==> config.mk <==
export PLATFORM = sky130hd
export DESIGN_NAME = vga_timing_monitor_flat
export DESIGN_NICKNAME = d
export VERILOG_FILES = /design/src/rtl/vga_timing_monitor_if.sv /design/src/rtl/vga_timing_monitor.sv /design/src/flat_wrapper.sv
export SDC_FILE = /design/constraint.sdc
export NUM_CORES = 1
export LEC_CHECK = 0
export BUFFER_PORTS_ARGS = -buffer_cell sky130_fd_sc_hd__buf_2
export CAP_MARGIN = 40
export CORE_MARGIN = 4
export CORE_UTILIZATION = 45
export DETAILED_ROUTE_END_ITERATION = 10
export MAX_ROUTING_LAYER = met4
export SLEW_MARGIN = 20
export SYNTH_ARGS = -nofsm -noshare
export SYNTH_HDL_FRONTEND = slang
export SYNTH_SLANG_ARGS = --single-unit
==> constraint.sdc <==
create_clock -name clk -period 6.2 [get_ports clk]
set_clock_uncertainty 0.05 [all_clocks]
set_input_delay 0.31 -clock clk [delete_from_list [all_inputs] [get_ports clk]]
set_output_delay 0.31 -clock clk [all_outputs]
set_load 0.02 [all_outputs]
==> src/rtl/vga_timing_monitor_if.sv <==
// Sync stream as driven to the display connector: generator is master, monitor is slave.
interface vga_timing_monitor_if;
    logic hs;
    logic vs;
    logic visible;
    logic p_tick;

    modport master (output hs, output vs, output visible, output p_tick);
    modport slave  (input  hs, input  vs, input  visible, input  p_tick);
endinterface

==> src/rtl/vga_timing_monitor.sv <==
// Receive-side VGA timing checker: recovers pixel coordinates from the sync waveform,
// checks line/frame geometry, and reports lock, sticky error flags and a good-frame count.
module vga_timing_monitor #(
    parameter int unsigned H_DISPLAY = 640,
    parameter int unsigned H_TOTAL   = 800,
    parameter int unsigned V_DISPLAY = 480,
    parameter int unsigned V_TOTAL   = 525,
    parameter bit          SYNC_POL  = 1'b1
) (
    input  logic                clk,
    input  logic                reset,
    vga_timing_monitor_if.slave vga,
    input  logic                err_clr,
    output logic                locked,
    output logic                pix_valid,
    output logic [9:0]          pix_x,
    output logic [9:0]          pix_y,
    output logic [15:0]         frame_cnt,
    output logic                err_hperiod,
    output logic                err_hactive,
    output logic                err_vtotal,
    output logic                err_vactive
);

    localparam logic [11:0] HTotal = 12'(H_TOTAL);
    localparam logic [10:0] HDisp  = 11'(H_DISPLAY);
    localparam logic [11:0] VTotal = 12'(V_TOTAL);
    localparam logic [11:0] VDisp  = 12'(V_DISPLAY);

    typedef enum logic [1:0] {
        StSeek,
        StMeasure,
        StLocked
    } state_e;

    state_e      state_q, state_d;
    logic        hs_prev_q, hs_prev_d;
    logic        vs_prev_q, vs_prev_d;
    logic        vis_prev_q, vis_prev_d;
    logic [9:0]  x_q, x_d;
    logic [9:0]  y_q, y_d;
    logic [11:0] hper_q, hper_d;
    logic        href_q, href_d;
    logic [10:0] lines_q, lines_d;
    logic [10:0] vlines_q, vlines_d;
    logic        ffail_q, ffail_d;
    logic [15:0] frame_cnt_q, frame_cnt_d;
    logic        err_hperiod_q, err_hperiod_d;
    logic        err_hactive_q, err_hactive_d;
    logic        err_vtotal_q, err_vtotal_d;
    logic        err_vactive_q, err_vactive_d;
    logic        pix_valid_q, pix_valid_d;
    logic [9:0]  pix_x_q, pix_x_d;
    logic [9:0]  pix_y_q, pix_y_d;
    logic        locked_q;

    logic        tick;
    logic        hs_act, vs_act;
    logic        hs_lead, vs_lead, vis_fall;
    logic        active;
    logic [11:0] lines_close, vlines_close;
    logic        hper_bad, hact_bad, vt_bad, va_bad;
    logic        line_fail, frame_fail;
    logic        restart;

    assign tick     = vga.p_tick;
    assign hs_act   = (vga.hs == SYNC_POL);
    assign vs_act   = (vga.vs == SYNC_POL);
    assign hs_lead  = tick & hs_act & ~hs_prev_q;
    assign vs_lead  = tick & vs_act & ~vs_prev_q;
    assign vis_fall = tick & vis_prev_q & ~vga.visible;
    assign active   = (state_q != StSeek);

    // A coincident HS edge / visible fall belongs to the frame that the VS edge closes.
    assign lines_close  = {1'b0, lines_q} + {11'd0, hs_lead};
    assign vlines_close = {1'b0, vlines_q} + {11'd0, vis_fall};

    assign hper_bad   = active & hs_lead & href_q & (hper_q != HTotal);
    assign hact_bad   = active & vis_fall & (({1'b0, x_q} + 11'd1) != HDisp);
    assign vt_bad     = active & vs_lead & (lines_close != VTotal);
    assign va_bad     = active & vs_lead & (vlines_close != VDisp);
    assign line_fail  = hper_bad | hact_bad;
    assign frame_fail = ffail_q | line_fail | vt_bad | va_bad;

    // Coordinate recovery, edge history and period measurement.
    always_comb begin
        hs_prev_d  = hs_prev_q;
        vs_prev_d  = vs_prev_q;
        vis_prev_d = vis_prev_q;
        x_d        = x_q;
        y_d        = y_q;
        hper_d     = hper_q;
        href_d     = href_q;

        if (tick) begin
            hs_prev_d  = hs_act;
            vs_prev_d  = vs_act;
            vis_prev_d = vga.visible;
            if (hs_lead) begin
                hper_d = 12'd1;
            end else if (hper_q != 12'hFFF) begin
                hper_d = hper_q + 12'd1;
            end
        end

        if (tick && vga.visible) begin
            if (!vis_prev_q) begin
                x_d = '0;
            end else if (x_q != 10'h3FF) begin
                x_d = x_q + 10'd1;
            end
        end

        if (vs_lead) begin
            y_d = '0;
        end else if (vis_fall) begin
            y_d = y_q + 10'd1;
        end

        if (!active) begin
            href_d = 1'b0;
        end else if (hs_lead) begin
            href_d = 1'b1;
        end
    end

    // Lock state machine and per-frame bookkeeping.
    always_comb begin
        state_d     = state_q;
        frame_cnt_d = frame_cnt_q;
        ffail_d     = ffail_q;
        restart     = 1'b0;

        unique case (state_q)
            StSeek: begin
                if (vs_lead) begin
                    state_d = StMeasure;
                    restart = 1'b1;
                end
            end
            StMeasure, StLocked: begin
                if (vs_lead) begin
                    restart = 1'b1;
                    if (frame_fail) begin
                        state_d = StMeasure;
                    end else begin
                        state_d     = StLocked;
                        frame_cnt_d = frame_cnt_q + 16'd1;
                    end
                end else if (line_fail) begin
                    state_d = StMeasure;
                    ffail_d = 1'b1;
                end
            end
            default: begin
                state_d = StSeek;
            end
        endcase

        if (restart) begin
            ffail_d = 1'b0;
        end
    end

    always_comb begin
        lines_d  = lines_q;
        vlines_d = vlines_q;
        if (!active || restart) begin
            lines_d  = '0;
            vlines_d = '0;
        end else begin
            if (hs_lead && (lines_q != 11'h7FF)) begin
                lines_d = lines_q + 11'd1;
            end
            if (vis_fall && (vlines_q != 11'h7FF)) begin
                vlines_d = vlines_q + 11'd1;
            end
        end
    end

    // Sticky flags: a new failure on the clearing clock keeps the flag set.
    always_comb begin
        err_hperiod_d = (err_hperiod_q & ~err_clr) | hper_bad;
        err_hactive_d = (err_hactive_q & ~err_clr) | hact_bad;
        err_vtotal_d  = (err_vtotal_q & ~err_clr) | vt_bad;
        err_vactive_d = (err_vactive_q & ~err_clr) | va_bad;
    end

    always_comb begin
        pix_valid_d = tick & vga.visible & active;
        pix_x_d     = pix_x_q;
        pix_y_d     = pix_y_q;
        if (pix_valid_d) begin
            pix_x_d = x_d;
            pix_y_d = y_d;
        end
    end

    always_ff @(posedge clk or posedge reset) begin
        if (reset) begin
            state_q       <= StSeek;
            hs_prev_q     <= 1'b0;
            vs_prev_q     <= 1'b0;
            vis_prev_q    <= 1'b0;
            x_q           <= '0;
            y_q           <= '0;
            hper_q        <= '0;
            href_q        <= 1'b0;
            lines_q       <= '0;
            vlines_q      <= '0;
            ffail_q       <= 1'b0;
            frame_cnt_q   <= '0;
            err_hperiod_q <= 1'b0;
            err_hactive_q <= 1'b0;
            err_vtotal_q  <= 1'b0;
            err_vactive_q <= 1'b0;
            pix_valid_q   <= 1'b0;
            pix_x_q       <= '0;
            pix_y_q       <= '0;
            locked_q      <= 1'b0;
        end else begin
            state_q       <= state_d;
            hs_prev_q     <= hs_prev_d;
            vs_prev_q     <= vs_prev_d;
            vis_prev_q    <= vis_prev_d;
            x_q           <= x_d;
            y_q           <= y_d;
            hper_q        <= hper_d;
            href_q        <= href_d;
            lines_q       <= lines_d;
            vlines_q      <= vlines_d;
            ffail_q       <= ffail_d;
            frame_cnt_q   <= frame_cnt_d;
            err_hperiod_q <= err_hperiod_d;
            err_hactive_q <= err_hactive_d;
            err_vtotal_q  <= err_vtotal_d;
            err_vactive_q <= err_vactive_d;
            pix_valid_q   <= pix_valid_d;
            pix_x_q       <= pix_x_d;
            pix_y_q       <= pix_y_d;
            locked_q      <= (state_d == StLocked);
        end
    end

    assign locked      = locked_q;
    assign pix_valid   = pix_valid_q;
    assign pix_x       = pix_x_q;
    assign pix_y       = pix_y_q;
    assign frame_cnt   = frame_cnt_q;
    assign err_hperiod = err_hperiod_q;
    assign err_hactive = err_hactive_q;
    assign err_vtotal  = err_vtotal_q;
    assign err_vactive = err_vactive_q;

endmodule
==> src/flat_wrapper.sv <==
// flat-port wrapper written by rule: the top's interface ports become plain ports
module vga_timing_monitor_flat 
#(
    parameter int unsigned H_DISPLAY = 640,
    parameter int unsigned H_TOTAL   = 800,
    parameter int unsigned V_DISPLAY = 480,
    parameter int unsigned V_TOTAL   = 525,
    parameter bit          SYNC_POL  = 1'b1
)
  (clk, reset, err_clr, locked, pix_valid, pix_x, pix_y, frame_cnt, err_hperiod, err_hactive, err_vtotal, err_vactive, vga_hs, vga_vs, vga_visible, vga_p_tick);
  vga_timing_monitor_if vga_i ();
  input  logic clk;
  input  logic reset;
  input  logic err_clr;
  output logic locked;
  output logic pix_valid;
  output logic [9:0] pix_x;
  output logic [9:0] pix_y;
  output logic [15:0] frame_cnt;
  output logic err_hperiod;
  output logic err_hactive;
  output logic err_vtotal;
  output logic err_vactive;
  input wire logic [$bits(vga_i.hs)-1:0] vga_hs;
  input wire logic [$bits(vga_i.vs)-1:0] vga_vs;
  input wire logic [$bits(vga_i.visible)-1:0] vga_visible;
  input wire logic [$bits(vga_i.p_tick)-1:0] vga_p_tick;
  assign vga_i.hs = vga_hs;
  assign vga_i.vs = vga_vs;
  assign vga_i.visible = vga_visible;
  assign vga_i.p_tick = vga_p_tick;
  vga_timing_monitor #(.H_DISPLAY(H_DISPLAY), .H_TOTAL(H_TOTAL), .V_DISPLAY(V_DISPLAY), .V_TOTAL(V_TOTAL), .SYNC_POL(SYNC_POL)) u_core (.clk(clk), .reset(reset), .vga(vga_i), .err_clr(err_clr), .locked(locked), .pix_valid(pix_valid), .pix_x(pix_x), .pix_y(pix_y), .frame_cnt(frame_cnt), .err_hperiod(err_hperiod), .err_hactive(err_hactive), .err_vtotal(err_vtotal), .err_vactive(err_vactive));
endmodule
Word level (Yosys, flattened, before mapping):

Cells that the tools add are included.
Widths: inputs -> output; s select.

* flip-flop bits (word level): 103
* output and inout bits: 42
* input port bits: 7
* word-level logic and storage cells: 116

* equal/unequal tests: 13
* muxes and demuxes: 24
* reductions and logical operators: 17
* add/subtract/negate cells: 9
* bitwise gates (word level): 33

Operators with widths (count)
* $mux 10: 5
* $mux 11: 4
* $add 11x1->12: 2
* $mux 12: 2
* $ne 12x10->1 const B: 2
* $add 11x1->11 const B: 2
* $ne 11x11->1 const B: 2
* $add 10x1->10 const B: 2
* $and 1x1->1: 20
* $add 16x1->16 const B: 1
* $add 12x1->12 const B: 1
* $ne 12x12->1 const B: 1
* $ne 12x9->1 const B: 1
* $reduce_bool 2->1: 6
* $add 10x1->11 const B: 1
* $ne 11x10->1 const B: 1
* $ne 10x10->1 const B: 1
* $mux 1: 8
* $mux 2: 4
* $or 1x1->1: 8
* $reduce_and 3->1: 2
* $not 1->1: 5
* $eq 2x2->1 const B: 2
* $pmux 2 s2: 1
* other kinds (10): 12

Depth between registers and ports, before layout:

* word-level depth: 13
* depth in mapped cells: 13
* mapped depth without buffers: 12

Least setup slack after synthesis:

No wires, ideal clock.

* path type: reg-to-reg
* from: register u_core.hs_prev_q
* to: register u_core.frame_cnt_q[1] (netlist: u_core.frame_cnt[1])
* library setup time: 128 ps
* buffers on the path: 2
* data required time: 6022 ps
* clock period less this slack: 3182 ps
* stages on the path, launching flop included: 13
* path slack: 3018 ps
* arrival: 3004 ps
* cells stage by stage: dfrtp_1 nand3b_1 inv_1 clkbuf_1 ha_1 ha_1 nand2b_1 nor4_1 o2111ai_1 a2111oi_2 o2111ai_4 buf_6 mux2_1

* word-level cells in the longest chain between the ends: 11
* elaborated cells between the ends (all ways): 14

RTL lines
* start, declared: line vga_timing_monitor.sv:37 `logic hs_prev_q, hs_prev_d;`
* start signal, assigned: line vga_timing_monitor.sv:223 `hs_prev_q <= hs_prev_d;`
* $not 1->1 (*): line vga_timing_monitor.sv:69 `assign hs_lead = tick & hs_act & ~hs_prev_q;`
* $and 1x1->1 (*): line vga_timing_monitor.sv:69
* parallel branches: the longest is 5 deep, another holds $add 11x1->12
* $or 1x1->1 (*) (2 in series): line vga_timing_monitor.sv:83 `assign frame_fail = ffail_q | line_fail | vt_bad | va_bad;`
* $not 1->1 (no line) (*)
* $reduce_and 3->1 (no line) (*)
* end signal, assigned: line vga_timing_monitor.sv:233 `frame_cnt_q <= frame_cnt_d;`
* end, declared: line vga_timing_monitor.sv:47 `logic [15:0] frame_cnt_q, frame_cnt_d;`

Mark *: on every way between the ends.
A chain may end at the register's enable or synchronous reset.

Worst setup path in the final report:

* from: register u_core.vis_prev_q
* to: register u_core.frame_cnt_q[9] (netlist: u_core.frame_cnt[9])

* word-level cells in the longest chain between the ends: 10
* elaborated cells between the ends (all ways): 13

RTL lines
* start, declared: line vga_timing_monitor.sv:39 `logic vis_prev_q, vis_prev_d;`
* start signal, assigned: line vga_timing_monitor.sv:225 `vis_prev_q <= vis_prev_d;`
* $and 1x1->1 (*) (2 in series): line vga_timing_monitor.sv:71 `assign vis_fall = tick & vis_prev_q & ~vga.visible;`
* parallel branches: the longest is 5 deep, another holds $add 11x1->12
* $or 1x1->1 (*): line vga_timing_monitor.sv:83
* $not 1->1 (no line) (*)
* $reduce_and 3->1 (no line) (*)

Marks and branches as above.

==> metrics.txt <==
vias in the first global route=3870; H-tree depth=3; CTS tree=built; Die Span Y=116 µm; global-route wire length before repair=18500 µm; IO Port Bufs=48; Worst setup EP type=flop; clock sink total=103; fmax=0.270 GHz; P_leak=0.00286 µW; vias post-DR=3967; global route total overflow=0; I/O pin cnt=49; fraction of layout cells with a size suffix above 1=14.4%; Hold Fails Final Rpt=0; initial DRC count=157; Place WS=2410 ps; min cycle time layout=3710 ps; synth top area cells=dfrtp_1, xor2_1, nor2_1; clk_lat worst skew=340 ps; #FFs+latches synth=103; # nets final=601; Post-Syn Instances=538; YS warnings=0; initial cell density of the core=45.9%; outcome=finished, final reports clean; Pre-Repair DR Iteration Count=4; core footprint=0.0114 mm²; Die Width=116 µm; # diodes=0; CP startpoint kind=flop; PwrDens=310 mW/mm²; Synth Flop Type=dfrtp_1; number of flops mapped to enable cells by yosys=0; Critical-path top delay cell=a2111oi_2; root buffer cell=clkbuf_16; period utilisation layout=59.8%; Mapped Area=0.00522 mm²; syn_nets=558; syn_area_per_cell=9.71 µm²; Via density=5.45; Post-CTS Setup Bufs=0; most common cell after layout, fill and taps aside=dfrtp_1; Cell variety after synth=56; placer congestion estimate=0.875; PnR worst setup slack=2490 ps; worst-path cell chain=nand2_1 -> or2_2 -> clkinv_1 -> ha_1 -> ha_1 -> xor2_1 -> nor4b_1 -> o2111ai_1 -> a2111oi_2 -> o2111ai_4 -> nor4_2 -> xor2_1; most frequent cells in the layout=dfrtp_1, nor2_1, nand2_1, buf_2, xor2_1; fin. max-slew vios=0; area leader, netlist=dfrtp_1; Worst Hold Class=in -> reg; final wirelength=10700 µm; max cap viols=0; P&R area growth vs syn=14.3%; critical path type=reg -> reg; row cnt=39; WL/cell=14.7 µm; peak supply drop=135 µV; Worst Path Required=6420 ps; DIE AREA=0.0134 mm²; post-synthesis sequential area ratio=49.3%; Worst-Margin Slew=714 ps; Max stage delay on crit path=570 ps; Slew headroom=52.2%; total CTS buffers=9; Clock Tree Buf Depth=2; antenna violations before repair=0; clock-pin slew on the worst setup and hold paths=70 ps; CP Data Arrival Time=3930 ps; pin count of the biggest net entering global routing=58; PostCTS Resize Cnt=0; total track usage=17.7%; RSZ-0062 raised after global routing=false; setup TNS=0 ps; DRC violations left=0; top-area cell type share of the netlist area=49.3%; FFs w/ async S/R, synth=100%; antenna viol nets, final=0; Detail Placement HPWL=7520 µm; critical path peak fanout=17; final setup vio count=0
[where the power goes]
part	internal (µW)	switching, µW	total (µW)
Clock	433	250	684
Sequential	743	66.7	810
Combinational	123	233	356
[metrics by stage]
stage	power, µW	hold slack (ps)	util (%)	cell area [µm²]	instances
3_5_place_dp	1190	313	49.3	5600	712
5_1_grt	1960	166	52.5	5970	728
2_1_floorplan	1080	356	-	5220	538
4_1_cts	1880	138	52.5	5970	728
3_3_place_gp	1180	307	49.0	5570	711
6_report	1850	149	52.5	5970	728
[layout make-up]
cell class                 instances  area [µm²]
fill                            1045        5400
sequential                       103        2580
multi-input combinational        391        2470
timing repair buffer              53         300
clock buffer                       9         225
tap                              143         179
clock inverter                     6         134
inverter                          23        88.8
[cells by family after synthesis]
kind of cell	after synthesis	synth area share, %
mux	4	0.790
xor+xnor	56	9.39
fa+ha+maj	13	3.11
simple gates	235	22.3
compound gates	83	11.6
flops	103	49.3
buf+inv	44	3.45
[worst max-delay path: cells and delay by family, from the launching register on]
kind | cells | cell delay, ps
compound gates | 3 | 1140
xor+xnor | 2 | 310
fa+ha+maj | 2 | 550
buf+inv | 1 | 250
flops | 1 | 430
simple gates | 4 | 910
[per-layer routing]
layer | track usage (%) | vias to the layer above | wire length, µm
li1 | - | 1969 | -
met4 | 5.88 | 0 | 149
met3 | 2.30 | 9 | 330
met5 | - | - | 0
met1 | 23.8 | 1940 | 5070
met2 | 27.9 | 49 | 5140
[worst paths after layout]
check                           slack [ps]         startpoint  cells past startpoint             endpoint
worst max register to register        2490  u_core.vis_prev_q                     12  u_core.frame_cnt[9]
worst max-delay path                  2490  u_core.vis_prev_q                     12  u_core.frame_cnt[9]
worst min register to register         420    u_core.pix_x[2]                      2      u_core.pix_x[2]
min in group asynchronous              500              reset                      3     u_core.pix_valid
worst min-delay path                   150             vga_hs                      3     u_core.hs_prev_q
max in group asynchronous             4650              reset                      5        u_core.x_q[3]
[sequential cells by signal, summed over array words and instances (netlist names), 2 cells and up]
signal            flops
u_core.frame_cnt     16
u_core.hper_q        12
u_core.lines_q       11
u_core.pix_x         10
u_core.pix_y         10
u_core.state_q        2
u_core.vlines_q      11
u_core.x_q           10
u_core.y_q           10
[cells in the mapped netlist, drive strengths merged, types with 3 or more instances]
cell type  instances
nand2b             3
nand4             15
inv               22
or3                7
nor3              12
o31a               3
nor2              72
clkbuf            14
and2               3
a31oi              7
o22ai              4
nand3             18
and4               7
o21ai             17
o2111ai            4
or2                3
mux2i              3
dfrtp            103
o31ai             20
nand2             69
a21oi             16
nor4               5
and3              13
xor2              39
xnor2             17
ha                13
buf                7
[repair_timing]
action,CTS,global route
hold endpoints to repair,36,0
hold buffers,1,0
setup endpoints to repair,0,0
(Power assumes the default switching activity.)
